--- config.mk ---
export PLATFORM = sky130hd
export DESIGN_NAME = jt12_acc_sched
export DESIGN_NICKNAME = d
export VERILOG_FILES = /design/src/rtl/jt12_acc_sched.sv
export SDC_FILE = /design/constraint.sdc
export NUM_CORES = 1
export LEC_CHECK = 0
export BUFFER_PORTS_ARGS = -buffer_cell sky130_fd_sc_hd__buf_2
export CAP_MARGIN = 20
export CORE_MARGIN = 2
export CORE_UTILIZATION = 52
export DETAILED_ROUTE_END_ITERATION = 12
export HOLD_SLACK_MARGIN = 0.05
export PLACE_DENSITY = 0.75
export SETUP_SLACK_MARGIN = 0.1
export SYNTH_ARGS = -nofsm -noshare
export SYNTH_HDL_FRONTEND = slang
export SYNTH_SLANG_ARGS = --single-unit
--- constraint.sdc ---
create_clock -name clk_i -period 3.4 [get_ports clk_i]
set_clock_uncertainty 0.15 [all_clocks]
set_input_delay 0.68 -clock clk_i [delete_from_list [all_inputs] [get_ports clk_i]]
set_output_delay 0.68 -clock clk_i [all_outputs]
set_load 0.02 [all_outputs]
--- src/rtl/jt12_acc_sched.sv ---
// Operator slot sequencer for one YM2612 sample period (4 groups x 6 channels)
// plus the per-channel {rl,alg} table consumed by the accumulator.
module jt12_acc_sched #(
  parameter int         NCH    = 6,
  parameter logic [1:0] RL_RST = 2'b11
) (
  input  logic       clk_i,
  input  logic       rst_i,
  input  logic       clk_en_i,
  input  logic       sync_i,
  input  logic       cfg_we_i,
  input  logic [2:0] cfg_ch_i,
  input  logic [1:0] cfg_rl_i,
  input  logic [2:0] cfg_alg_i,
  input  logic [5:0] ch_mute_i,
  output logic [4:0] slot_o,
  output logic [2:0] cur_ch_o,
  output logic       zero_o,
  output logic       s1_enters_o,
  output logic       s2_enters_o,
  output logic       s3_enters_o,
  output logic       s4_enters_o,
  output logic       ch6op_o,
  output logic       channel_en_o,
  output logic [1:0] rl_o,
  output logic [2:0] alg_o,
  output logic       sample_rdy_o
);

  localparam logic [4:0] LAST = 5'(4*NCH - 1);
  localparam logic [4:0] C1   = 5'(NCH);
  localparam logic [4:0] C2   = 5'(2*NCH);
  localparam logic [4:0] C3   = 5'(3*NCH);

  typedef struct packed {
    logic [4:0] slot;
    logic [2:0] ch;
    logic       zero;
    logic       s1;
    logic       s2;
    logic       s3;
    logic       s4;
    logic       ch6op;
    logic       en;
    logic [1:0] rl;
    logic [2:0] alg;
    logic       rdy;
  } out_t;

  localparam out_t OUT_RST = '{slot: '0, ch: '0, zero: 1'b0, s1: 1'b0, s2: 1'b0,
                               s3: 1'b0, s4: 1'b0, ch6op: 1'b0, en: 1'b0,
                               rl: RL_RST, alg: '0, rdy: 1'b0};

  logic [4:0] cnt_q, cnt_d;
  logic [4:0] src;
  logic [4:0] ch5;
  logic [1:0] grp;
  logic [2:0] dch;
  out_t       out_q, out_d;
  logic [1:0] rl_tab_q  [NCH];
  logic [2:0] alg_tab_q [NCH];

  // sync decodes slot 0 in the same period, so the frame restarts without a gap
  always_comb begin
    src = sync_i ? 5'd0 : cnt_q;
    grp = 2'd3;
    ch5 = src - C3;
    if (src < C1) begin
      grp = 2'd0;
      ch5 = src;
    end else if (src < C2) begin
      grp = 2'd1;
      ch5 = src - C1;
    end else if (src < C3) begin
      grp = 2'd2;
      ch5 = src - C2;
    end
    dch = ch5[2:0];

    out_d       = out_q;
    out_d.slot  = src;
    out_d.ch    = dch;
    out_d.zero  = (src == 5'd0);
    out_d.rdy   = (src == 5'd0);
    // group order on the chip is S1, S3, S2, S4
    out_d.s1    = (grp == 2'd0);
    out_d.s3    = (grp == 2'd1);
    out_d.s2    = (grp == 2'd2);
    out_d.s4    = (grp == 2'd3);
    out_d.ch6op = (dch == 3'(NCH - 1));
    out_d.en    = ~ch_mute_i[dch];
    out_d.rl    = rl_tab_q[dch];
    out_d.alg   = alg_tab_q[dch];

    if (sync_i)             cnt_d = 5'd1;
    else if (cnt_q == LAST) cnt_d = 5'd0;
    else                    cnt_d = cnt_q + 5'd1;
  end

  always_ff @(posedge clk_i) begin
    if (rst_i) begin
      cnt_q <= '0;
      out_q <= OUT_RST;
    end else if (clk_en_i) begin
      cnt_q <= cnt_d;
      out_q <= out_d;
    end
  end

  // table writes are not gated by clk_en; readers see the pre-write value
  always_ff @(posedge clk_i) begin
    if (rst_i) begin
      for (int i = 0; i < NCH; i++) begin
        rl_tab_q[i]  <= RL_RST;
        alg_tab_q[i] <= '0;
      end
    end else if (cfg_we_i && (cfg_ch_i < 3'(NCH))) begin
      rl_tab_q[cfg_ch_i]  <= cfg_rl_i;
      alg_tab_q[cfg_ch_i] <= cfg_alg_i;
    end
  end

  assign slot_o       = out_q.slot;
  assign cur_ch_o     = out_q.ch;
  assign zero_o       = out_q.zero;
  assign s1_enters_o  = out_q.s1;
  assign s2_enters_o  = out_q.s2;
  assign s3_enters_o  = out_q.s3;
  assign s4_enters_o  = out_q.s4;
  assign ch6op_o      = out_q.ch6op;
  assign channel_en_o = out_q.en;
  assign rl_o         = out_q.rl;
  assign alg_o        = out_q.alg;
  assign sample_rdy_o = out_q.rdy;

endmodule

==> results by group, run 1 <==
Clock network
  • CTS Buf Count: 9
  • CTS Hold Buffers Added: 0
  • Clock Tree Root: clkbuf_8
  • Worst-case clock buffer depth: 2
  • Clk sink count: between 60 and 70
  • Clk Latency, worst-skew pair: 0.34 ns
  • Number of H-tree levels: 3
  • Reg clk slew, reported paths: approximately 0.070 ns
  • CTS tree: yes
  • # Post-CTS Setup Buffers: 0
  • Post-cts resize count: 0

Routing
  • DR vias/cell: 5.37
  • Routed vias: between 2000 and 2500
  • Detail Route Antenna Nets: 0
  • Drc violations: 0
  • Total wire length: 6.35 mm
  • WL/cell: 14.7 um
  • Initial drt markers: 113
  • Drt first pass iters: 4

Power
  • Clk pwr share: 38.1%
  • Net Sw Frac: 24.6%
  • Comb power frac: 9.1%
  • Pwr Density: 453 mW/mm2
  • Cell Int Power: 1270 uW
  • Seq pwr share: 52.8%
  • Worst VDD drop: around 0.00032 V
  • NetSw: 416 uW
  • Tot Pwr: 1690 uW
  • Leakage: between 0.001 and 0.0015 uW

Synth
  • Post-synthesis sequential area ratio: 53.1%
  • FFs w/ async S/R, synth: 0%
  • Synthesis Warnings: 0
  • Post-Synthesis Cell Area: 0.00317 mm2
  • Main synth FF type: edfxtp_1
  • Syn Inst Count: between 200 and 300
  • Number of enable flip-flop cells after synthesis: 40
  • #FFs+latches synth: 64
  • Syn_area_per_cell: 10.7 um2
  • Post-synthesis cell type count: 48

Timing
  • Worst-Margin Slew: a little over 0.5 ns
  • Final-report hold violation count: 0
  • Max_slew headroom: 65.7%
  • Setup TNS: 0 ns
  • Final Cycle Share: 86.2%
  • RSZ-0062 raised after global routing: false
  • Post-layout min period: 2.93 ns
  • Endpoints failing setup: 0
  • Fmax: 341 MHz
  • Final Slew Violations: 0
  • Post-route setup slack: about 0.47 ns

Setup path
  • Crit path arrival time: 3.04 ns
  • Reg2reg setup slack: 0.56 ns
  • R2R depth: 11
  • Worst endpoint required time: 3.51 ns
  • Reg2Reg Capture Point: alg_o[0]
  • Crit Path Category: input port to flip-flop
  • CP Launch Type: input port
  • Crit path capture type: flip-flop
  • Reg2reg start: cnt_q[2]
  • CP Max Fanout: 15

Final layout
  • Fin nets: 374
  • Antenna Cells: 0
  • Share of layout cells above drive strength 1: between 20% and 30%
  • Final instance area: around 0.0037 mm2
  • Area growth syn-to-layout: 17.6%

Outcome
  • Status: finished, final reports clean

Die
  • Initial core utilization: 53.5%
  • Die area: 0.00674 mm2
  • Die X: roughly 82 um
  • Row count: 28
  • Die Ht: 82.1 um
  • Core area: 0.00592 mm2
  • I/O pin cnt: 40

Placed design
  • GPL Wtd Cong: 0.770
  • Hpwl dp: roughly 4.7 mm
  • Worst slack at placement: 0.121 ns
  • Placed Area: 0.00353 mm2
  • # port buffers: 39

Min path
  • Min-Delay Path Class: flip-flop to flip-flop
  • Hold Path Cell Cnt: 2
  • Hold worst-path end: ch6op_o
  • Hold path start: ch6op_o

GRT
  • Largest net degree at the start of global routing: 26
  • GRT overflow: 0
  • GRT Total Usage: 20.8%
  • Vias in the first global route: ~2100
  • First-pass GRT wire length: 10.3 mm
  • Antenna violations before repair: 0

Job
  • Maxcap violations: 0
## Yosys cell counts (5+ instances only)
| cell type | n | area [um2] |
|---|---|---|
| mux2i_1 | 21 | 210 |
| mux4_2 | 5 | 113 |
| o21ai_0 | 9 | 45.0 |
| clkbuf_1 | 10 | 37.5 |
| a211oi_1 | 8 | 60.1 |
| inv_1 | 6 | 22.5 |
| nor2_1 | 37 | 139 |
| nand2b_1 | 12 | 75.1 |
| edfxtp_1 | 40 | 1200 |
| nor2b_1 | 10 | 62.6 |
| dfxtp_1 | 24 | 480 |
| a22oi_1 | 6 | 45.0 |
| and2_1 | 9 | 56.3 |
| a21oi_1 | 10 | 50.1 |
| nand2_1 | 32 | 120 |
## through the flow
stage | cells | util [%] | hold slack [ns]
after floorplan | 304 | - | 0.387
after global placement | 416 | 59.6 | 0.305
after detailed placement | 416 | 59.6 | 0.307
after CTS | 432 | 62.9 | 0.319
after global routing | 432 | 62.9 | 0.337
final | 432 | 62.9 | 0.319
## worst max-delay path by stage
stage                       from  endpoint  slack (ns)  cells past startpoint
after floorplan           sync_i  alg_o[2]        0.11                     13
after global placement    sync_i  alg_o[2]        0.20                     12
after detailed placement  sync_i  alg_o[1]        0.12                     12
after CTS                 sync_i  alg_o[0]        0.49                     12
after global routing      sync_i  alg_o[0]        0.31                     12
final                     sync_i  alg_o[0]        0.47                     12
## critical path: stages
cell and delay, ns:
buf_2 0.11, nor2b_1 0.20, inv_1 0.07, ha_1 0.18
nor2b_1 0.19, a22o_1 0.31, nor3_2 0.19, or2_1 0.16
buf_12 0.16, mux2i_1 0.09, mux4_2 0.46, a211oi_1 0.22
## layer usage
layer | share of wire, % | GRT usage [%] | vias to the layer above | routed length, um
li1 | - | - | 1156 | -
met1 | 45 | 27.8 | 1088 | 2890
met2 | 47 | 32.7 | 67 | 2980
met3 | 5.8 | 4.73 | 8 | 369
met4 | 1.8 | 9.00 | 0 | 114
met5 | 0 | 0 | - | 0
## power by group through the flow
stage	logic (uW)	clock network [uW]	registers (uW)
global placement	150	0	908
global route	170	691	896
CTS	154	654	891
floorplan	95.0	0	911
detailed placement	153	0	909
finish	153	644	891
## cells in the final DEF (no fill, tap or decap), types with 2 or more instances in the layout
cell type,Yosys,layout
nor3_1,4,4
edfxtp_1,40,40
inv_1,6,6
and3_1,2,2
inv_2,2,2
ha_1,3,2
o21ai_0,9,9
clkinvlp_4,0,2
a211oi_2,2,2
a22o_1,2,2
or2_2,4,4
nand3b_1,3,3
buf_4,2,15
a22oi_1,6,5
nand2b_1,12,12
mux2i_1,21,21
mux4_2,5,5
or3_1,2,2
nand2_1,32,32
clkbuf_8,0,9
a31oi_1,2,2
a211oi_1,8,8
nor2_1,37,37
nor2b_1,10,10
nand3_1,2,2
conb_1,1,10
or2_1,3,3
dfxtp_1,24,24
buf_2,2,39
a21oi_1,10,10
and2_1,9,9
nor3_2,2,2
## cells by family (layout without fill, tap and decap cells)
group	after synthesis	count (layout)	share of synthesized area, %
compound gates	47	47	10.3
xor+xnor	1	1	0.276
fa+ha+maj	3	3	1.18
buf+inv	26	79	4.15
flops	64	64	53.1
mux	28	28	11.4
other cells	1	10	0.118
simple gates	125	125	19.5
## registers in the layout, indices dropped and copies added, names as in the netlist, 2 cells and up
signal / cells
cur_ch_o: 2
alg_tab_q: 24
rl_o: 2
rl_tab_q: 16
slot_o: 5
alg_o: 3
cnt_q: 5
## area by class of cell
cell class,instances,area [um2]
Timing Repair Buffer,55,328
Clock buffer,9,124
Multi-Input combinational cell,214,1400
Sequential cell,64,1680
Tap cell,75,93.8
Clock inverter,7,71.3
Inverter,8,30.0
Fill cell,477,2190
No activity file was read; power rests on OpenSTA's default activity.
==> run 2: changes to the inputs <==
--- a/config.mk
+++ b/config.mk
@@ -10,6 +10,7 @@
 export CORE_MARGIN = 2
 export CORE_UTILIZATION = 52
 export DETAILED_ROUTE_END_ITERATION = 12
+export GPL_TIMING_DRIVEN = 0
 export HOLD_SLACK_MARGIN = 0.05
 export PLACE_DENSITY = 0.75
 export SETUP_SLACK_MARGIN = 0.1
==> constraint.sdc (replaced) <==
create_clock -name clk_i -period 3.4 [get_ports clk_i]
set_clock_uncertainty 0.15 [all_clocks]
set_input_delay 0.68 -clock clk_i [delete_from_list [all_inputs] [get_ports clk_i]]
set_output_delay 0.68 -clock clk_i [all_outputs]
set_load 0.05 [all_outputs]
==> results by group, run 2 (synthesis gave the netlist of run 1 again) <==
Outcome
  • Status: finished, final reports clean

Routing
  • WL/cell: 14.9 um
  • Total wire length: 6.47 mm
  • Detail Route Antenna Nets: 0
  • Routed vias: 2300
  • Initial drt markers: 172
  • Drc violations: 0
  • Drt first pass iters: 4
  • DR vias/cell: approximately 5.3

Setup path
  • CP delay by family, top: buffers and inverters
  • CP Launch Type: input port
  • Slowest stage delay, CP: 0.49 ns
  • Worst endpoint required time: about 3.5 ns
  • Slowest-stage cell, CP: mux4_2
  • Worst Path Buf+Inv: 6
  • CP Max Fanout: 10
  • Critical path cell sequence: buf_2, clkbuf_4, nor2b_4, buf_4, ha_4, inv_2, a22o_2, nor3_2, or2_1, buf_6, buf_12, mux2i_1, mux4_2, a211oi_2
  • Crit Path Category: input port to flip-flop
  • Reg2Reg Capture Point: alg_o[0]
  • Crit path capture type: flip-flop
  • Reg2reg setup slack: between 0.2 and 0.3 ns
  • R2R depth: 13
  • Crit path arrival time: 3.28 ns
  • Reg2reg start: cnt_q[2]

Min path
  • Hold path start: s1_enters_o
  • Hold Path Cell Cnt: 2
  • Hold worst-path end: s1_enters_o
  • Min-Delay Path Class: flip-flop to flip-flop

Power
  • Cell Int Power: 1340 uW
  • Worst VDD drop: about 0.00027 V
  • Net Sw Frac: 23.9%
  • Leakage: 0.00150 uW
  • Pwr Density: 466 mW/mm2
  • NetSw: 422 uW
  • Tot Pwr: 1770 uW
  • Comb power frac: approximately 10%
  • Clk pwr share: 39.4%
  • Seq pwr share: 50.4%

Final layout
  • Commonest non-fill, non-tap cell in the layout: edfxtp_1
  • Largest reg by FF count: alg_tab_q
  • Max FFs per register: 24
  • Commonest cells after routing, fill and taps aside: 40 x edfxtp_1, 38 x buf_2, 37 x nor2_1
  • Share of layout cells above drive strength 1: about a quarter
  • Area growth syn-to-layout: 19.7%
  • Biggest regs: alg_tab_q x24, rl_tab_q x16
  • Antenna Cells: 0
  • Fin nets: 377

Clock network
  • Number of H-tree levels: 3
  • Clk sink count: 64
  • CTS tree: yes
  • Clock Tree Root: clkbuf_8
  • CTS Hold Buffers Added: 0
  • Reg clk slew, reported paths: approximately 0.070 ns
  • Clk Latency, worst-skew pair: 0.33 ns
  • Worst-case clock buffer depth: 2
  • CTS Buf Count: 9

Timing
  • Final-report hold violation count: 0
  • Post-layout min period: 3.18 ns
  • Endpoints failing setup: 0
  • Final Slew Violations: 0
  • Fmax: between 300 and 400 MHz
  • Max_slew headroom: 53.4%
  • Final Cycle Share: just over 90%
  • RSZ-0062 raised after global routing: false
  • Setup TNS: 0 ns
  • Worst-Margin Slew: roughly 0.70 ns
  • Hold slack: 0.318 ns

GRT
  • Antenna violations before repair: 0
  • First-pass GRT wire length: 10.4 mm
  • Largest net degree at the start of global routing: 12
  • Vias in the first global route: roughly 2200
  • GRT Total Usage: between 20% and 30%
  • GRT overflow: 0

Die
  • I/O pin cnt: 40
  • Die area: 0.00674 mm2
  • Die X: 82.1 um
  • Die Ht: about 82 um
  • Core area: 0.00592 mm2
  • Row count: 28
  • Initial core utilization: 53.5%

Placed design
  • GPL Wtd Cong: 0.851
  • # port buffers: 36
  • Hpwl dp: 4.68 mm

Job
  • Maxcap violations: 0
## run 2: cell count changes in the layout (fill, tap and decap cells not counted), moves of 2 or more
cell	previous run	this run
buf_1	0	2
buf_4	15	7
clkbuf_1	0	8
clkbuf_4	0	2
nor2b_1	10	8
nor2b_4	0	2
## run 2: repair_timing
action,CTS,global route
buffers inserted,1,3
pin swaps,1,0
resized for setup,9,11
setup endpoints to repair,5,4
## run 2: worst max-delay path by stage
stage          startpoint        to  depth (start not counted)
2_1_floorplan      sync_i  alg_o[2]                         13
4_1_cts            sync_i  alg_o[0]                         14
6_report           sync_i  alg_o[0]                         14
5_1_grt            sync_i  alg_o[1]                         14
3_5_place_dp       sync_i  alg_o[0]                         14
3_3_place_gp       sync_i  alg_o[1]                         14
## run 2: layer usage
metal	GRT usage [%]	vias to the layer above	share of wire, %
met3	4.29	9	5.4
met2	33.3	59	47
met5	0	-	0
met1	27.5	1073	45
met4	10.3	0	1.7
li1	-	1159	-
## run 2: power groups by stage
| stage | combinational, uW | clock [uW] | sequential (uW) |
|---|---|---|---|
| 2_1_floorplan | 98.1 | 0 | 932 |
| 3_3_place_gp | 173 | 0 | 905 |
| 4_1_cts | 180 | 704 | 889 |
| 5_1_grt | 198 | 738 | 894 |
| 6_report | 181 | 695 | 889 |
| 3_5_place_dp | 178 | 0 | 906 |
## run 2: layout make-up
cell class                 instances  area (um2)
fill                             464        2130
sequential                        64        1680
multi-input combinational        214        1450
timing repair buffer              40         210
clock buffer                      10         128
buffer                            18         113
tap                               75        93.8
clock inverter                     6        83.8
inverter                           8        30.0
## run 2: metrics by stage
stage	setup slack, ns	instance area [um2]	util [%]	cells
detailed placement	-0.497	3490	58.9	415
global route	0.0991	3790	64.1	435
CTS	0.130	3740	63.2	432
floorplan	0.111	3210	-	304
finish	0.223	3790	64.1	435
global placement	-0.435	3490	58.9	415
## run 2: tightest hold or removal path, stage by stage, from the launching register on
cell      delay, ns
dfxtp_1        0.31
nand2b_1       0.06
a21oi_1        0.05
==> run 3: changes to the inputs <==
--- a/config.mk
+++ b/config.mk
@@ -8,11 +8,11 @@
 export BUFFER_PORTS_ARGS = -buffer_cell sky130_fd_sc_hd__buf_2
 export CAP_MARGIN = 20
 export CORE_MARGIN = 2
-export CORE_UTILIZATION = 52
+export CORE_UTILIZATION = 40
 export DETAILED_ROUTE_END_ITERATION = 12
 export GPL_TIMING_DRIVEN = 0
 export HOLD_SLACK_MARGIN = 0.05
-export PLACE_DENSITY = 0.75
+export PLACE_DENSITY = 0.6
 export SETUP_SLACK_MARGIN = 0.1
 export SYNTH_ARGS = -nofsm -noshare
 export SYNTH_HDL_FRONTEND = slang
==> results by group, run 3 (synthesis gave the netlist of run 1 again) <==
Timing
  • Fmax: 319 MHz
  • Worst-Margin Slew: 0.791 ns
  • Final Slew Violations: 0
  • Final-report hold violation count: 0
  • Final Cycle Share: 92.3%
  • Endpoints failing setup: 0
  • Max_slew headroom: between 40% and 50%
  • RSZ-0062 raised after global routing: false
  • Post-layout min period: roughly 3.1 ns

Setup path
  • CP Max Fanout: 10
  • Worst endpoint required time: 3.51 ns
  • Crit path capture type: flip-flop
  • Slowest stage delay, CP: 0.49 ns
  • Crit path arrival time: 3.25 ns
  • Critical path cell sequence: buf_2, nand2b_1, inv_2, buf_6, ha_4, nor3_2, a31o_4, nor3_4, or2_1, buf_6, buf_12, mux2i_1, mux4_2, a211oi_2
  • CP Launch Type: input port
  • Worst path most repeated cell: buf_6
  • Reg2reg setup slack: 0.31 ns
  • Crit Path Category: input port to flip-flop
  • Slowest-stage cell, CP: mux4_2

GRT
  • GR Util met2: 26.6%
  • Global routing usage on met1: a little under a quarter
  • Antenna violations before repair: 0
  • Busiest grt layer: met2
  • Vias in the first global route: 2233
  • GRT overflow: 0
  • First-pass GRT wire length: 11.3 mm
  • Largest net degree at the start of global routing: 13
  • GRT Total Usage: 16.9%
  • Met3 GRT Util: under 10%

Placed design
  • Number of cells after detailed placement: 442
  • # port buffers: 36
  • GPL Wtd Cong: 0.825
  • Hpwl dp: ~5 mm

Final layout
  • Commonest cells after routing, fill and taps aside: 40 x edfxtp_1, 37 x buf_2, 37 x nor2_1
  • Max FFs per register: 24
  • Antenna Cells: 0
  • Largest reg by FF count: alg_tab_q
  • Share of layout cells above drive strength 1: between 20 and 30%
  • Biggest regs: alg_tab_q x24, rl_tab_q x16
  • Commonest non-fill, non-tap cell in the layout: edfxtp_1
  • Post-route insts no fill: 460
  • Fin nets: approximately 380
  • Area growth syn-to-layout: 20.5%
  • Final Util: 49.7%

Routing
  • Initial drt markers: 131
  • DR vias/cell: roughly 5.1
  • Routed vias: 2343
  • WL/cell: 14.7 um
  • Detail Route Antenna Nets: 0
  • Drt first pass iters: 4
  • Drc violations: 0
  • Total wire length: 6.74 mm

Clock network
  • Clock Tree Root: clkbuf_8
  • Clk Latency, worst-skew pair: 0.33 ns
  • Clk sink count: 64
  • CTS Hold Buffers Added: 0
  • Number of H-tree levels: 3
  • CTS Buf Count: 9
  • CTS tree: yes
  • Worst-case clock buffer depth: 2
  • Reg clk slew, reported paths: approximately 0.07 ns

Outcome
  • Status: finished, final reports clean

Power
  • Worst VDD drop: approximately 0.0002 V
  • Leakage: 0.00149 uW
  • Pwr Density: ~450 mW/mm2

Job
  • Maxcap violations: 0

Die
  • I/O pin cnt: 40
  • Die area: 0.00865 mm2
  • Die Ht: between 90 and 100 um
  • Die X: 93.0 um
  • Row count: 32
  • Initial core utilization: 41.2%
  • Core area: around 0.0077 mm2

Min path
  • Min-Delay Path Class: flip-flop to flip-flop
==> run 3: cell type report <==
cell class	instances	area [um2]
fill	743	3870
buffer	18	119
multi-input combinational	214	1470
clock buffer	9	124
inverter	8	30.0
tap	102	128
timing repair buffer	38	195
sequential	64	1680
clock inverter	7	71.3
==> run 3: report_power, final <==
group	switching, uW	internal (uW)	total (uW)	leakage [uW]
clock network	307	338	646	0.0000933
logic	118	65.1	183	0.000805
registers	19.1	869	889	0.000587
==> run 3: metrics by stage <==
| step | TNS (ns) | instance area, um2 | setup WS, ns | total power, uW | hold slack, ns |
|---|---|---|---|---|---|
| final | 0 | 3820 | 0.263 | 1720 | 0.317 |
| after global routing | 0 | 3820 | 0.0910 | 1790 | 0.346 |
| after CTS | 0 | 3760 | 0.125 | 1730 | 0.324 |
| after detailed placement | -2.63 | 3520 | -0.519 | 1090 | 0.310 |
| after global placement | -2.62 | 3520 | -0.528 | 1080 | 0.308 |
| after floorplan | 0 | 3210 | 0.111 | 1030 | 0.387 |
==> run 3: metal layers <==
layer | vias to the layer above | wire length, um
li1 | 1154 | -
met1 | 1122 | 3200
met2 | 60 | 3190
met3 | 7 | 282
met4 | 0 | 68
met5 | - | 0
==> run 3: what timing repair did <==
item | CTS | global route
setup endpoints to repair | 6 | 4
gates resized for setup | 10 | 17
gates cloned | 0 | 0
setup buffers | 1 | 1
pin swaps | 1 | 1
==> run 3: final timing paths <==
check                endpoint        start  cells after the start
setup / recovery     alg_o[2]       sync_i                     14
hold / removal    s1_enters_o  s1_enters_o                      2
setup reg to reg     alg_o[2]     cnt_q[2]                     13
hold reg to reg   s1_enters_o  s1_enters_o                      2
==> run 3: worst max-delay path, delay by kind of cell <==
kind,cells,cell delay (ns)
AOI/OAI and AO/OA,2,0.41
buffers and inverters,5,0.66
adders and majority gates,1,0.18
and+or+nand+nor,4,0.70
muxes,2,0.61
